===== src/rtl/pfpu_regf_arb.sv =====
// PFPU register file port arbiter: shares the write port between datapath
// writeback and FIFO-buffered host writes, and lends read port 1 to the host.
// Optional writeback-stall statistics counter: define PFPU_REGF_ARB_STATS_EN.
module pfpu_regf_arb #(
    parameter int FIFO_DEPTH = 4
) (
    input  logic        sys_clk,
    input  logic        sys_rst,
    input  logic        dp_busy,
    input  logic [6:0]  dp_a1,
    input  logic        wb_en,
    input  logic [6:0]  wb_a,
    input  logic [31:0] wb_d,
    input  logic        h_we,
    input  logic        h_re,
    input  logic [6:0]  h_a,
    input  logic [31:0] h_di,
    output logic [31:0] h_do,
    output logic        h_ack,
    output logic        host_rd,
    output logic [6:0]  p1_a,
    input  logic [31:0] p1_d,
    output logic        p3_en,
    output logic [6:0]  p3_a,
    output logic [31:0] p3_d
`ifdef PFPU_REGF_ARB_STATS_EN
    ,
    output logic [15:0] wb_stall_cnt
`endif
);

    localparam int AW = (FIFO_DEPTH > 1) ? $clog2(FIFO_DEPTH) : 1;
    localparam int CW = AW + 1;

    typedef enum logic [1:0] {
        S_IDLE,
        S_RWAIT,
        S_RISSUE,
        S_RDATA
    } state_t;

    state_t state_q, state_d;

    logic [31:0]   h_do_q, h_do_d;
    logic          h_ack_q, h_ack_d;
    logic          p3_en_q, p3_en_d;
    logic [6:0]    p3_a_q, p3_a_d;
    logic [31:0]   p3_d_q, p3_d_d;

    logic [38:0]   fifo_mem [FIFO_DEPTH];
    logic [AW-1:0] wr_ptr_q, wr_ptr_d;
    logic [AW-1:0] rd_ptr_q, rd_ptr_d;
    logic [CW-1:0] cnt_q, cnt_d;

    logic          fifo_full;
    logic          fifo_empty;
    logic          push;
    logic          pop;
    logic [38:0]   fifo_head;

    assign fifo_full  = (cnt_q == CW'(FIFO_DEPTH));
    assign fifo_empty = (cnt_q == '0);
    assign fifo_head  = fifo_mem[rd_ptr_q];

    // Writeback always wins the port; the FIFO head waits behind it.
    assign pop = !wb_en && !fifo_empty;

    always_comb begin
        state_d = state_q;
        h_ack_d = 1'b0;
        h_do_d  = h_do_q;
        push    = 1'b0;
        unique case (state_q)
            S_IDLE: begin
                if (!h_ack_q) begin
                    if (h_we) begin
                        if (!fifo_full) begin
                            push    = 1'b1;
                            h_ack_d = 1'b1;
                        end
                    end else if (h_re) begin
                        state_d = S_RWAIT;
                    end
                end
            end
            S_RWAIT: begin
                // Drained FIFO and idle write port: every host write has landed.
                if (fifo_empty && !p3_en_q && !dp_busy) begin
                    state_d = S_RISSUE;
                end
            end
            S_RISSUE: begin
                state_d = S_RDATA;
            end
            S_RDATA: begin
                h_do_d  = p1_d;
                h_ack_d = 1'b1;
                state_d = S_IDLE;
            end
            default: begin
                state_d = S_IDLE;
            end
        endcase
    end

    always_comb begin
        p3_en_d = 1'b0;
        p3_a_d  = p3_a_q;
        p3_d_d  = p3_d_q;
        if (wb_en) begin
            p3_en_d = 1'b1;
            p3_a_d  = wb_a;
            p3_d_d  = wb_d;
        end else if (!fifo_empty) begin
            p3_en_d = 1'b1;
            p3_a_d  = fifo_head[38:32];
            p3_d_d  = fifo_head[31:0];
        end
    end

    always_comb begin
        wr_ptr_d = wr_ptr_q;
        rd_ptr_d = rd_ptr_q;
        cnt_d    = cnt_q;
        if (push) begin
            wr_ptr_d = wr_ptr_q + AW'(1);
        end
        if (pop) begin
            rd_ptr_d = rd_ptr_q + AW'(1);
        end
        unique case ({push, pop})
            2'b10:   cnt_d = cnt_q + CW'(1);
            2'b01:   cnt_d = cnt_q - CW'(1);
            default: cnt_d = cnt_q;
        endcase
    end

    always_ff @(posedge sys_clk) begin
        if (push) begin
            fifo_mem[wr_ptr_q] <= {h_a, h_di};
        end
    end

    always_ff @(posedge sys_clk or posedge sys_rst) begin
        if (sys_rst) begin
            state_q  <= S_IDLE;
            h_do_q   <= '0;
            h_ack_q  <= 1'b0;
            p3_en_q  <= 1'b0;
            p3_a_q   <= '0;
            p3_d_q   <= '0;
            wr_ptr_q <= '0;
            rd_ptr_q <= '0;
            cnt_q    <= '0;
        end else begin
            state_q  <= state_d;
            h_do_q   <= h_do_d;
            h_ack_q  <= h_ack_d;
            p3_en_q  <= p3_en_d;
            p3_a_q   <= p3_a_d;
            p3_d_q   <= p3_d_d;
            wr_ptr_q <= wr_ptr_d;
            rd_ptr_q <= rd_ptr_d;
            cnt_q    <= cnt_d;
        end
    end

    assign h_do    = h_do_q;
    assign h_ack   = h_ack_q;
    assign host_rd = (state_q == S_RISSUE);
    assign p1_a    = host_rd ? h_a : dp_a1;
    assign p3_en   = p3_en_q;
    assign p3_a    = p3_a_q;
    assign p3_d    = p3_d_q;

`ifdef PFPU_REGF_ARB_STATS_EN
    logic [15:0] stall_cnt_q, stall_cnt_d;

    always_comb begin
        stall_cnt_d = stall_cnt_q;
        if (wb_en && !fifo_empty && (stall_cnt_q != 16'hFFFF)) begin
            stall_cnt_d = stall_cnt_q + 16'd1;
        end
    end

    always_ff @(posedge sys_clk or posedge sys_rst) begin
        if (sys_rst) begin
            stall_cnt_q <= '0;
        end else begin
            stall_cnt_q <= stall_cnt_d;
        end
    end

    assign wb_stall_cnt = stall_cnt_q;
`endif

endmodule


===== config.mk =====
export PLATFORM = sky130hd
export DESIGN_NAME = pfpu_regf_arb
export DESIGN_NICKNAME = d
export VERILOG_FILES = /design/src/rtl/pfpu_regf_arb.sv
export SDC_FILE = /design/constraint.sdc
export NUM_CORES = 1
export LEC_CHECK = 0
export ABC_CLOCK_PERIOD_IN_PS = 8100
export BUFFER_PORTS_ARGS = -buffer_cell sky130_fd_sc_hd__buf_2
export CORE_ASPECT_RATIO = 1.2
export CORE_MARGIN = 1
export CORE_UTILIZATION = 50
export DETAILED_ROUTE_END_ITERATION = 7
export HOLD_SLACK_MARGIN = 0.15
export PLACE_DENSITY = 0.72
export SLEW_MARGIN = 20
export SYNTH_ARGS = -nofsm -noshare
export SYNTH_HDL_FRONTEND = slang
export SYNTH_SLANG_ARGS = --single-unit

===== constraint.sdc =====
create_clock -name sys_clk -period 8.1 [get_ports sys_clk]
set_input_delay 0.81 -clock sys_clk [delete_from_list [all_inputs] [get_ports sys_clk]]
set_output_delay 0.81 -clock sys_clk [all_outputs]
set_load 0.01 [all_outputs]

==> results of run 1 <==
==> cell families after synthesis <==
| kind of cell | Yosys count | share of synthesized area, % |
|---|---|---|
| compound gates | 88 | 5.384 |
| xor+xnor | 6 | 0.5585 |
| fa+ha+maj | 11 | 1.542 |
| buf+inv | 48 | 2.260 |
| flops | 238 | 71.58 |
| mux | 87 | 14.21 |
| simple gates | 84 | 4.467 |
==> worst max-delay path: stages, from the launching register on <==
cell	delay, ps
dfrtp_1	400
inv_1	130
ha_1	610
mux2_2	410
buf_2	140
==> power groups by stage <==
stage               registers [mW]  logic, mW  clock network (mW)
floorplan                     1.75      0.766                   0
global placement              1.72       1.13                   0
detailed placement            1.74       1.16                   0
CTS                           1.72       1.17                1.17
global route                  1.75       1.26                1.21
finish                        1.72       1.14                1.14
==> flip-flops by register name (all words and copies together) (netlist names) <==
name / count
h_do: 32
h_ack: 1
p3_d: 32
p3_en: 1
wr_ptr_q: 2
rd_ptr_q: 2
cnt_q: 3
fifo_mem: 156
state_q: 2
p3_a: 7
==> worst paths after layout <==
path                                              to  slack [ps]  depth (start not counted)
max in group asynchronous    rd_ptr_q[1]$_DFFE_PP0P_        7010                          3
min in group asynchronous       cnt_q[1]$_DFFE_PP0P_         510                          3
hold reg to reg                 h_do[21]$_DFFE_PP0P_         500                          1
setup reg to reg           fifo_mem[0][10]$_DFFE_PP_        5420                          5
setup / recovery                             p1_a[4]        5090                          4
hold / removal                  h_do[21]$_DFFE_PP0P_         500                          1
==> metal layers <==
layer,GRT usage [%],vias to the layer above
met5,0,-
met4,6.122,0
met3,3.511,31
met2,35.16,232
met1,25.77,2688
li1,-,2515
==> layout make-up <==
cell class	count	area [sq um]	share of cell area [%]
Antenna cell	1	2.502	0.02178
Clock inverter	10	125.1	1.089
Timing Repair Buffer	208	1057	9.204
Multi-Input combinational cell	276	2475	21.54
Tap cell	252	315.3	2.745
Inverter	16	61.31	0.5337
Clock buffer	34	709.4	6.176
Sequential cell	238	6741	58.69
==> layout by cell type (no fill, tap or decap), types with 10 or more instances in the layout <==
master,count
edfxtp_1,156
mux2_2,39
dfrtp_1,80
nand2_1,36
ha_1,10
nor2b_1,33
buf_2,203
clkbuf_16,25
mux4_2,33
a21oi_1,72
mux2i_1,14
inv_1,15
==> metrics by stage <==
step | hold WS [ps] | power [mW] | util (%) | instance area, sq um
floorplan | 482.4 | 2.513 | - | 9412
global placement | 483.4 | 2.856 | 58.12 | 10640
detailed placement | 490.7 | 2.907 | 58.14 | 10650
CTS | 497.4 | 4.054 | 62.70 | 11480
global route | 504.2 | 4.217 | 62.74 | 11490
finish | 498.6 | 4.000 | 62.74 | 11490
==> flow_metrics.py, run 1 <==
metrics = {
    "worst_setup_path": {
        "worstSetupStartpoint": "state_q[0]$_DFFE_PP0P_",
        "worstPathRequired_ps": 7290,
        "r2r-start": "state_q[0]$_DFFE_PP0P_",
        "path_max_fanout": 9,
        "critPathArrivalTime_ps": 2200,
        "cp-end-kind": "output pin",
        "cp-start-kind": "flip-flop",
        "crit_type": "reg -> out",
    },
    "die": {
        "die_x_um": 127.2,
        "die_h_um": 152.3,
        "core_sq_um": 18310,
        "fp-row-count": 54,
        "dieArea_sq_um": 19380,
        "io_pins": 204,
        "initial_core_util_pct": 51.40,
    },
    "synthesis": {
        "synth.area.top_cells": "edfxtp_1, dfrtp_1, mux4_2, mux2_2, a21oi_1",
        "ys_seq_area_share_pct": 71.58,
        "netlist_area_sq_um": 9412,
        "ys_top_cells_by_count": "edfxtp_1, dfrtp_1, a21oi_1",
        "yosys_warnings": 0,
        "ys_seq_elements": 238,
        "yosysUniqueCellTypes": 32,
        "synth_enable_flop_cells": 156,
        "synth_top_area_share_pct": 49.77,
        "synthFlopType": "edfxtp_1",
        "synth_nets": 696,
        "synthArstFlopShare_pct": 34.45,
        "avgSynthCellArea_sq_um": 16.75,
        "yosysTopAreaCell": "edfxtp_1",
        "yosysMostFrequentCell": "edfxtp_1",
        "syn_inst": 562,
    },
    "power": {
        "p_int_mw": 2.817,
        "irDropWorstVdd_v": 0.0002042,
        "seqPwrFrac_pct": 42.9,
        "power_switching_mw": 1.184,
        "p_clk_share_pct": 28.5,
        "p_sw_share_pct": 29.59,
        "powerDensity_nw_per_um2": 348.2,
        "leakagePower_nw": 4.572,
        "p_comb_share_pct": 28.6,
    },
    "global_route": {
        "grt_overflow": 0,
        "first_global_vias": 5771,
        "track_usage_pct": 20.17,
        "antenna_found_initial": 1,
        "grt_pass1_wl_mm": 30.02,
        "grt_max_degree": 83,
    },
    "outcome": {
        "status": "finished, final reports clean",
    },
    "cts": {
        "numCtsBuffers": 24,
        "htree_levels": 1,
        "clk_pin_slew_ps": 60,
        "clkLatencyLatePin_ps": 510,
        "postCtsHoldBufs": 0,
        "cts_resized": 0,
        "cts_tree": "done",
        "cts.sinks": 238,
        "clock_path_buffers": 3,
        "clock-root-buffer": "clkbuf_16",
        "post_cts_buffers": 0,
    },
    "timing": {
        "finalSetupViolCount": 0,
        "tightestPinTransition_ps": 1050,
        "layout_setup_ws_ps": 5090,
        "finClkSkew_ps": 13.69,
        "fin_crit_sh_pct": 37.16,
        "finalHoldViolations": 0,
        "max_slew_margin_pct": 30.03,
        "rsz0062_at_grt": "false",
        "max_freq_ghz": 0.3322,
        "period_minus_slack_ps": 3010,
        "finalSetupTns_ps": 0,
        "drv_slew": 0,
    },
    "final_layout": {
        "layout.nets": 898,
        "fin_cells": 1035,
        "areaGrowthSynthToFinish_pct": 22.06,
        "drive_gt1_share_pct": 42.20,
        "nFillCells": 1352,
    },
    "placement": {
        "place.gp.congestion": 0.6927,
        "pre_cts_ws_ps": 5155,
        "dp_hpwl_mm": 12.38,
        "port_buffers": 203,
        "dp_cells": 990,
    },
    "routing": {
        "routed_wl_mm": 19.20,
        "vias": 5466,
        "wl_met1_mm": 7.842,
        "dr.first_iter.drc_count": 320,
        "routed_via_density": 5.281,
        "routed-wl-met2_mm": 9.532,
        "drt-wirelength-per-cell_um": 18.55,
        "highest_layer": "met4",
        "dr.pass1.iters": 6,
        "wl_met3_mm": 1.428,
        "drc": 0,
        "antenna_left": 0,
    },
    "job": {
        "drv_cap": 0,
    },
    "hold_path": {
        "hold_path_class": "reg -> reg",
        "min_from": "h_do[21]$_DFFE_PP0P_",
    },
}
Note: power is estimated with default switching activity, not from simulation.
==> run 2: changes to the inputs <==
ABC_CLOCK_PERIOD_IN_PS = 2640   (was 8100)
CORE_UTILIZATION = 49   (was 50)
PLACE_DENSITY = 0.74   (was 0.72)
clock period = 2.64 ns   (was 8.1 ns; I/O delays follow)
==> run 2 against run 1 <==
Net effect:
- global-route usage increased by 2.2 points
- clock power increased to 2.9 times the previous value
- highest routed layer unchanged
- register-to-register slack got worse by 4900 ps
- first-iteration DRC count decreased by 1.9%
- utilization increased by 4.9 points
- cell count increased by 13%
- count of clock-buffer cells in the layout increased by 2
- sequential share of layout area decreased by 5.8 points
- critical path depth unchanged
- wire length increased by 14%
- critical path type unchanged
- critical endpoint is now p1_a[1]
==> flow_metrics.py, run 2 (synthesis results as in run 1) <==
metrics = {
    "final_layout": {
        "largest_register_ffs": 156,
        "final_cell_mix": "buf_2, edfxtp_1, dlygate4sd3_1",
        "areaGrowthSynthToFinish_pct": 35.51,
        "largest_register": "fifo_mem",
        "final_common_cell": "buf_2",
        "layout.nets": 1026,
        "drive_gt1_share_pct": 37.80,
    },
    "timing": {
        "max_freq_ghz": 0.4237,
        "rsz0062_at_grt": "false",
        "tightestPinTransition_ps": 701.7,
        "fin_crit_sh_pct": 89.40,
        "finalSetupViolCount": 0,
        "period_minus_slack_ps": 2360,
        "finalHoldViolations": 0,
        "max_slew_margin_pct": 53.22,
        "drv_slew": 0,
        "finalSetupTns_ps": 0,
        "finClkSkew_ps": 9.091,
        "layout_setup_ws_ps": 279.9,
    },
    "cts": {
        "clk_pin_slew_ps": 60,
        "post_cts_buffers": 0,
        "numCtsBuffers": 24,
        "cts_tree": "done",
        "clkLatencyLatePin_ps": 510,
        "cts.sinks": 238,
        "clock_path_buffers": 3,
        "htree_levels": 1,
        "clock-root-buffer": "clkbuf_16",
    },
    "die": {
        "die_h_um": 153.8,
        "fp-row-count": 55,
        "dieArea_sq_um": 19770,
        "initial_core_util_pct": 49.91,
        "core_sq_um": 18860,
        "io_pins": 204,
        "die_x_um": 128.5,
    },
    "global_route": {
        "antenna_found_initial": 2,
        "grt_pass1_wl_mm": 33.85,
        "grt_overflow": 0,
        "first_global_vias": 6570,
        "track_usage_pct": 22.36,
        "grt_max_degree": 57,
    },
    "placement": {
        "dp_hpwl_mm": 13.18,
        "port_buffers": 203,
        "place.gp.congestion": 0.7006,
        "pre_cts_ws_ps": 596.4,
    },
    "power": {
        "leakagePower_nw": 5.104,
        "p_sw_share_pct": 30.39,
        "seqPwrFrac_pct": 42.4,
        "irDropWorstVdd_v": 0.0005633,
        "p_int_mw": 8.663,
        "p_comb_share_pct": 30.9,
        "power_switching_mw": 3.783,
        "p_clk_share_pct": 26.8,
        "powerDensity_nw_per_um2": 975.9,
    },
    "job": {
        "drv_cap": 0,
    },
    "routing": {
        "routed_via_density": 5.152,
        "drc": 0,
        "dr.pass1.iters": 5,
        "dr.first_iter.drc_count": 314,
        "routed_wl_mm": 21.92,
        "vias": 6017,
        "antenna_left": 0,
        "drt-wirelength-per-cell_um": 18.76,
    },
    "worst_setup_path": {
        "critPathArrivalTime_ps": 2100,
        "cp-start-kind": "flip-flop",
        "path_max_fanout": 9,
        "r2r_end": "state_q[0]$_DFFE_PP0P_",
        "r2r-start": "cnt_q[0]$_DFFE_PP0P_",
        "worstPathRequired_ps": 2380,
        "crit_type": "reg -> out",
        "reg2regPathDepth": 5,
        "critPathCapture": "p1_a[1]",
        "cp-end-kind": "output pin",
        "rrSetupSlack_ps": 530,
        "worstSetupStartpoint": "state_q[0]$_DFFE_PP0P_",
    },
    "outcome": {
        "status": "finished, final reports clean",
    },
    "hold_path": {
        "hold_path_class": "in -> reg",
        "min_from": "dp_busy",
    },
}
==> run 2: cell types whose count changed in the layout (fill, tap and decap cells not counted), moves of 2 or more <==
cell | previous run | this run
clkinvlp_4 | 0 | 3
clkbuf_8 | 5 | 3
clkinv_1 | 3 | 0
buf_12 | 0 | 5
clkbuf_1 | 4 | 7
buf_4 | 4 | 14
dlygate4sd3_1 | 0 | 114
bufinv_16 | 3 | 1
==> run 2: how the worst min path moves through the flow <==
stage / cells past startpoint / to / slack [ps]
2_1_floorplan: 0 / fifo_mem[0][0]$_DFFE_PP_ / 360
3_3_place_gp: 2 / p3_d[0]$_DFFE_PP0P_ / 370
3_5_place_dp: 2 / p3_d[1]$_DFFE_PP0P_ / 390
4_1_cts: 4 / state_q[1]$_DFFE_PP0P_ / 180
5_1_grt: 4 / state_q[1]$_DFFE_PP0P_ / 200
6_report: 4 / state_q[1]$_DFFE_PP0P_ / 200
==> run 2: final cells by class <==
class / instances / area (sq um)
Inverter: 16 / 62.56
Sequential cell: 238 / 6739
Clock buffer: 36 / 718.2
Clock inverter: 8 / 72.57
Fill cell: 1280 / 6102
Timing Repair Buffer: 336 / 2362
Multi-Input combinational cell: 276 / 2474
Tap cell: 256 / 320.3
Antenna cell: 2 / 5.005
==> run 2: power groups by stage <==
stage               clock network, mW  registers (mW)  logic (mW)
detailed placement                  0            5.34        3.68
global placement                    0            5.27        3.56
global route                     3.53            5.37        4.17
finish                           3.33            5.27        3.84
floorplan                           0            5.36        2.35
CTS                              3.40            5.27        3.85
==> run 2: what timing repair did <==
action                                  in CTS  in global routing
hold buffers                               114                  0
hold endpoints to repair                   276                  0
endpoints found under the setup margin       0                  0
resized for setup                            0                  0
==> run 2: metal layers <==
layer  wire length [um]  track usage [%]  vias to the layer above
met2              11380            39.95                      265
li1                   -                -                     2762
met1               8424            27.23                     2949
met3               1628            4.280                       41
met5                  0                0                        -
met4                484            6.891                        0
==> run 2: per-stage QoR <==
step | hold slack, ps | cells | cell area [sq um] | power, mW | util [%]
2_1_floorplan | 362.9 | 562 | 9412 | 7.710 | -
3_3_place_gp | 373.7 | 1008 | 10820 | 8.834 | 57.37
3_5_place_dp | 386.4 | 1008 | 10820 | 9.027 | 57.37
4_1_cts | 179.5 | 1166 | 12750 | 12.52 | 67.61
5_1_grt | 197.0 | 1168 | 12750 | 13.07 | 67.64
6_report | 196.7 | 1168 | 12750 | 12.45 | 67.64
==> run 2: worst max-delay path, stage by stage, from the launching register on <==
cell and delay, ps:
dfrtp_1 410, inv_1 140, ha_1 490, mux2_2 400, buf_2 150
